## config.mk

```make
export PLATFORM = sky130hd
export DESIGN_NAME = key_event_decoder
export DESIGN_NICKNAME = d
export VERILOG_FILES = /design/src/rtl/key_event_decoder.sv
export SDC_FILE = /design/constraint.sdc
export NUM_CORES = 1
export LEC_CHECK = 0
export ABC_CLOCK_PERIOD_IN_PS = 2650
export BUFFER_PORTS_ARGS = -buffer_cell sky130_fd_sc_hd__buf_2
export CORE_MARGIN = 2
export CORE_UTILIZATION = 60
export DETAILED_ROUTE_END_ITERATION = 6
export PLACE_DENSITY = 0.78
export SYNTH_ARGS = -nofsm -noshare
export SYNTH_HDL_FRONTEND = slang
export SYNTH_SLANG_ARGS = --single-unit
```

## constraint.sdc

```tcl
create_clock -name clk -period 2.65 [get_ports clk]
set_input_delay 0.53 -clock clk [delete_from_list [all_inputs] [get_ports clk]]
set_output_delay 0.53 -clock clk [all_outputs]
set_load 0.01 [all_outputs]
```

## src/rtl/key_event_decoder.sv

```systemverilog
// Key gesture decoder: turns a debounced active-low key level into one-cycle
// short / double / long / auto-repeat pulses with a shared cycle counter.
module key_event_decoder #(
    parameter int               CNT_W      = 24,
    parameter logic [CNT_W-1:0] LONG_CNT   = 24'd5_000_000,
    parameter logic [CNT_W-1:0] REPEAT_CNT = 24'd1_000_000,
    parameter logic [CNT_W-1:0] DCLICK_CNT = 24'd2_500_000
) (
    input  logic clk,
    input  logic rst,
    input  logic key_in,
    output logic short_pulse,
    output logic double_pulse,
    output logic long_pulse,
    output logic repeat_pulse,
    output logic busy
);

    typedef enum logic [2:0] {IDLE, PRESS, LONG, WAIT2, PRESS2} state_t;

    localparam logic [CNT_W-1:0] LONG_LAST   = LONG_CNT - 1'b1;
    localparam logic [CNT_W-1:0] REPEAT_LAST = REPEAT_CNT - 1'b1;
    localparam logic [CNT_W-1:0] DCLICK_LAST = DCLICK_CNT - 1'b1;

    state_t           r_state;
    logic [CNT_W-1:0] r_cnt;
    logic [CNT_W-1:0] w_cnt_inc;
    logic             w_long_hit;
    logic             w_rep_hit;
    logic             w_dclick_hit;

    assign w_cnt_inc    = (&r_cnt) ? r_cnt : r_cnt + 1'b1;
    assign w_long_hit   = (r_cnt == LONG_LAST);
    assign w_rep_hit    = (r_cnt == REPEAT_LAST);
    assign w_dclick_hit = (r_cnt == DCLICK_LAST);

    // Release is tested before every threshold so it always wins a tie.
    always_ff @(posedge clk or posedge rst) begin
        if (rst) begin
            r_state      <= IDLE;
            r_cnt        <= '0;
            short_pulse  <= 1'b0;
            double_pulse <= 1'b0;
            long_pulse   <= 1'b0;
            repeat_pulse <= 1'b0;
            busy         <= 1'b0;
        end else begin
            short_pulse  <= 1'b0;
            double_pulse <= 1'b0;
            long_pulse   <= 1'b0;
            repeat_pulse <= 1'b0;
            r_cnt        <= w_cnt_inc;
            case (r_state)
                IDLE: begin
                    if (!key_in) begin
                        r_state <= PRESS;
                        r_cnt   <= '0;
                        busy    <= 1'b1;
                    end
                end
                PRESS: begin
                    if (key_in) begin
                        r_state <= WAIT2;
                        r_cnt   <= '0;
                    end else if (w_long_hit) begin
                        r_state    <= LONG;
                        r_cnt      <= '0;
                        long_pulse <= 1'b1;
                    end
                end
                LONG: begin
                    if (key_in) begin
                        r_state <= IDLE;
                        r_cnt   <= '0;
                        busy    <= 1'b0;
                    end else if (w_rep_hit) begin
                        r_cnt        <= '0;
                        repeat_pulse <= 1'b1;
                    end
                end
                WAIT2: begin
                    if (!key_in) begin
                        r_state <= PRESS2;
                        r_cnt   <= '0;
                    end else if (w_dclick_hit) begin
                        r_state     <= IDLE;
                        r_cnt       <= '0;
                        short_pulse <= 1'b1;
                        busy        <= 1'b0;
                    end
                end
                PRESS2: begin
                    if (key_in) begin
                        r_state      <= IDLE;
                        r_cnt        <= '0;
                        double_pulse <= 1'b1;
                        busy         <= 1'b0;
                    end else if (w_long_hit) begin
                        // Pending first click is reported together with the long press.
                        r_state     <= LONG;
                        r_cnt       <= '0;
                        short_pulse <= 1'b1;
                        long_pulse  <= 1'b1;
                    end
                end
                default: begin
                    r_state <= IDLE;
                    r_cnt   <= '0;
                    busy    <= 1'b0;
                end
            endcase
        end
    end

endmodule
```

==> metrics.sh <==
TIMING.FINAL.HOLD_VIOLATIONS=0
CTS_HTREE_LEVELS=2
SYNTH-WARNING-COUNT=0
REG2REG_SETUP_SLACK_NS=0.37
YS.FLOP_TYPE='dfrtp_1'
FINALWEIGHTEDCONGESTION=0.862
COMBINATIONAL_FAMILY_WITH_THE_MOST_AREA_AFTER_SYNTHESIS='simple AND/OR/NAND/NOR gates'
GRT-BUSIEST-LAYER='met2'
YOSYS.AREA_SHARE.ADDER=0.00632
WORST_EP_ARRIVAL_TIME_NS=2.49
INITIAL_CORE_UTILIZATION=0.638
SYNTH_XOR_AREA_FRAC=0.0973
SYNTH_TOP_AREA_FRAC=0.405
TIMING.FINAL.MAX_SLEW_VIOLATIONS=0
ROWS=20
SYNTH.NET_COUNT=215
SYNTH_SIMPLE_GATE_AREA_SHARE=0.243
FINCLKSKEW_NS=0.00431
DRV_CAP=0
TRITONCTS_CLOCK_TREE='yes'
REPORT.FINAL.SETUP_VIOL=0
SLEW_HEADROOM=0.565
GLOBAL_ROUTE.USAGE.MET3=0.0630
SYNTH.AREA.TOP_CELLS='dfrtp_1 (40%), a21oi_1 (8.1%), xnor2_1 (7.5%)'
HOLD_FIX_BUFFERS_CTS=0
DETAILEDROUTE.FIRSTITERATIONVIOLATIONS=127
GRT_PASS1_VIAS=1713
OUTCOME='finished, final reports clean'
TIMING.CRITICAL_PATH.FANOUT_MAX=24
FP.DIEAREA_UM2=3770
IO_BUFFERS=7
DETAIL_ROUTE.WIRELENGTH_UM=4510
YS_SEQ_AREA_FRAC=0.405
NUMCTSBUFFERS=5
SYNTH.AVG_CELL_AREA_UM2=9.38
FINAL.HOLD.WORST_SLACK_NS=0.251
TIMING.HOLD.WORST.CLASS='input pin to async pin'
POST_CTS_SETUP_BUFFERS=0
FIN_CRIT_NS=2.28
MET1_USAGE=0.387
DIE_Y_UM=61.4
GRT_FIRST_PASS_WIRELENGTH_UM=7980
ROUTED_VIA_DENSITY=6.44
FMAXACHIEVABLE_MHz=438
IOS=8
CLK-INSERTION-DELAY-LATE_NS=0.34
DRC_ERRORS=0
CLKSINKCOUNT=32
GRT_OVERFLOW=0
POWER_DENSITY_nW_PER_UM2=609
CTS_MAX_PATH_BUFFERS=2
CORE_REGION_AREA_UM2=3100
WORST_SETUP_PATH_START_KIND='flip-flop'
DIE-WIDTH_UM=61.4
LAYOUT_WORST_PATH_CYCLE_SHARE=0.862
POST_SYNTH_INST_COUNT=211
DRIVE_ABOVE_1_SHARE=0.143
RSZ0062_AT_GRT='no'
POWER.STATIC_LEAKAGE_nW=0.820
NUMBER_OF_INSERTED_DIODES=0
CRITICAL_PATH.REG2REG.STARTPOINT='r_cnt[0]$_DFF_PP0_'
POST_SYNTHESIS_COMPOUND_GATE_AREA_FRACTION=0.183
DETAILED_PLACE_HPWL_UM=3080
INITIAL_ANTENNA_VIOLATION_COUNT=0
MAXIMUM_NUMBER_OF_PINS_ON_ONE_NET_BEFORE_GLOBAL_ROUTE_REPAIR=33
DETAILEDROUTE.FIRSTPASSITERATIONCOUNT=4
OVERALL_VIA_COUNT_FROM_DETAIL_ROUTE=1680
CELL_COUNT_OF_THE_WORST_REG_TO_REG_PATH=7
CLK_PIN_SLEW_WORST_PATHS_NS=0.10
VDD.IR_DROP.WORST_mV=0.334
SETUP.WORST_PATH.END_CLASS='flip-flop'
WORST-SLEW-PIN-TRANSITION_NS=0.653
TIMING.RR.END='r_cnt[13]$_DFF_PP0_'
SYNTH-EDFF-COUNT=0
POST_CTS_RESIZE_COUNT=0
GRTUSAGEMET2=0.442
P_TOTAL_W=0.00128
CRITICALPATHCATEGORY='flip-flop to flip-flop'
GRT_USE_TOTAL=0.289
YOSYS_REGISTER_BITS=32
AREAGROWTHSYNTHTOFINISH_PCT=5.82
NETS=221
SYNTH.DISTINCT_CELLS=48
SETUP-TNS-FINAL_NS=0
CLOCK_ROOT_BUFFER='clkbuf_4'
ANTENNA_VIOLATING_NETS_POST_ROUTE=0
NETLIST_AREA_UM2=1980
CP.REQUIRED_NS=2.86
FILL_CELLS=258
SHARE_OF_CELL_AREA_TAKEN_BY_MUXES_AFTER_SYNTHESIS=0.00506
YS_ASYNC_SR_FRACTION=1.00
POSTLAYOUTCOREUTIL=0.675
WL_PER_CELL_UM=17.3
SYNTHDOMINANTAREACELLTYPE='dfrtp_1'
stage by stage:
stage               instances  worst slack, ns  cell area, um^2
CTS                       261            0.426             2090
detailed placement        254            0.447             2030
global route              261            0.231             2090
floorplan                 211            0.694             1980
global placement          254            0.543             2030
finish                    261            0.366             2090
worst max-delay path by stage:
stage / to / slack, ns / from
after floorplan: r_cnt[9]$_DFF_PP0_ / 0.69 / r_cnt[12]$_DFF_PP0_
after global placement: r_cnt[13]$_DFF_PP0_ / 0.54 / r_cnt[6]$_DFF_PP0_
after detailed placement: r_cnt[13]$_DFF_PP0_ / 0.45 / r_cnt[0]$_DFF_PP0_
after CTS: r_cnt[13]$_DFF_PP0_ / 0.43 / r_cnt[0]$_DFF_PP0_
after global routing: r_cnt[13]$_DFF_PP0_ / 0.23 / r_cnt[0]$_DFF_PP0_
final: r_cnt[13]$_DFF_PP0_ / 0.37 / r_cnt[0]$_DFF_PP0_
final cells by class:
type	count	area, um^2	share of cell area
Clock buffer	7	65.1	0.0311
Inverter	5	18.8	0.00896
Timing Repair Buffer	15	95.1	0.0454
Multi-Input combinational cell	158	1060	0.506
Sequential cell	32	801	0.382
Tap cell	44	55.1	0.0263
report_power, final:
| part | internal [W] | switching, W |
|---|---|---|
| clock | 0.000150 | 0.000164 |
| combinational | 0.000127 | 0.000237 |
| sequential | 0.000530 | 0.0000671 |
registers in the layout, indices dropped and copies added, names as in the netlist:
| signal | count |
|---|---|
| busy | 1 |
| double_pulse | 1 |
| long_pulse | 1 |
| r_cnt | 24 |
| r_state | 3 |
| repeat_pulse | 1 |
| short_pulse | 1 |
cells in the mapped netlist (all sizes together), types with 4 or more instances:
cell type	number
xor2	5
and3	5
nand4	9
xnor2	17
nor2	12
nor4	5
inv	5
a21oi	32
buf	11
nor3	6
clkbuf	5
a2111oi	7
nand3	12
dfrtp	32
or3	4
nand2	13
cells by family (layout without fill, tap and decap cells):
kind of cell	count (synthesis)	after routing
XOR/XNOR	22	22
AND/OR/NAND/NOR	81	81
buffers and inverters	21	27
flip-flops	32	32
AO/OA/AOI/OAI	53	53
multiplexers	1	1
adder cells (fa/ha/maj)	1	1
routing by layer:
layer | vias up | share of wire
met1 | 802 | 0.44
met4 | 0 | 0.023
met2 | 75 | 0.48
met3 | 17 | 0.057
li1 | 786 | -
met5 | - | 0
cell usage in the layout, fill, tap and decap left out, types with 2 or more instances in the layout:
cell type / Yosys / final
a2111oi_0: 4 / 4
nand3_1: 12 / 12
and4_1: 3 / 3
and2_1: 2 / 2
nand4_1: 9 / 9
nand4b_1: 2 / 2
and3_1: 5 / 5
buf_4: 3 / 8
dfrtp_1: 32 / 32
or3_1: 4 / 4
clkbuf_8: 0 / 2
a2111oi_2: 3 / 3
nor2_1: 12 / 12
xnor2_1: 17 / 17
a21oi_1: 32 / 32
o21ai_0: 3 / 3
xor2_1: 5 / 5
nor3_1: 6 / 6
nand2_1: 13 / 13
inv_1: 5 / 5
nor4_1: 3 / 3
buf_2: 4 / 7
clkbuf_4: 0 / 5
worst max-delay path: stages, from the launching register on:
cell     delay (ns)
dfrtp_1        0.41
ha_1           0.22
and2_1         0.25
nand4_1        0.15
or3_1          0.45
a22oi_2        0.23
buf_4          0.30
a22oi_1        0.14
(Power assumes the default switching activity.)
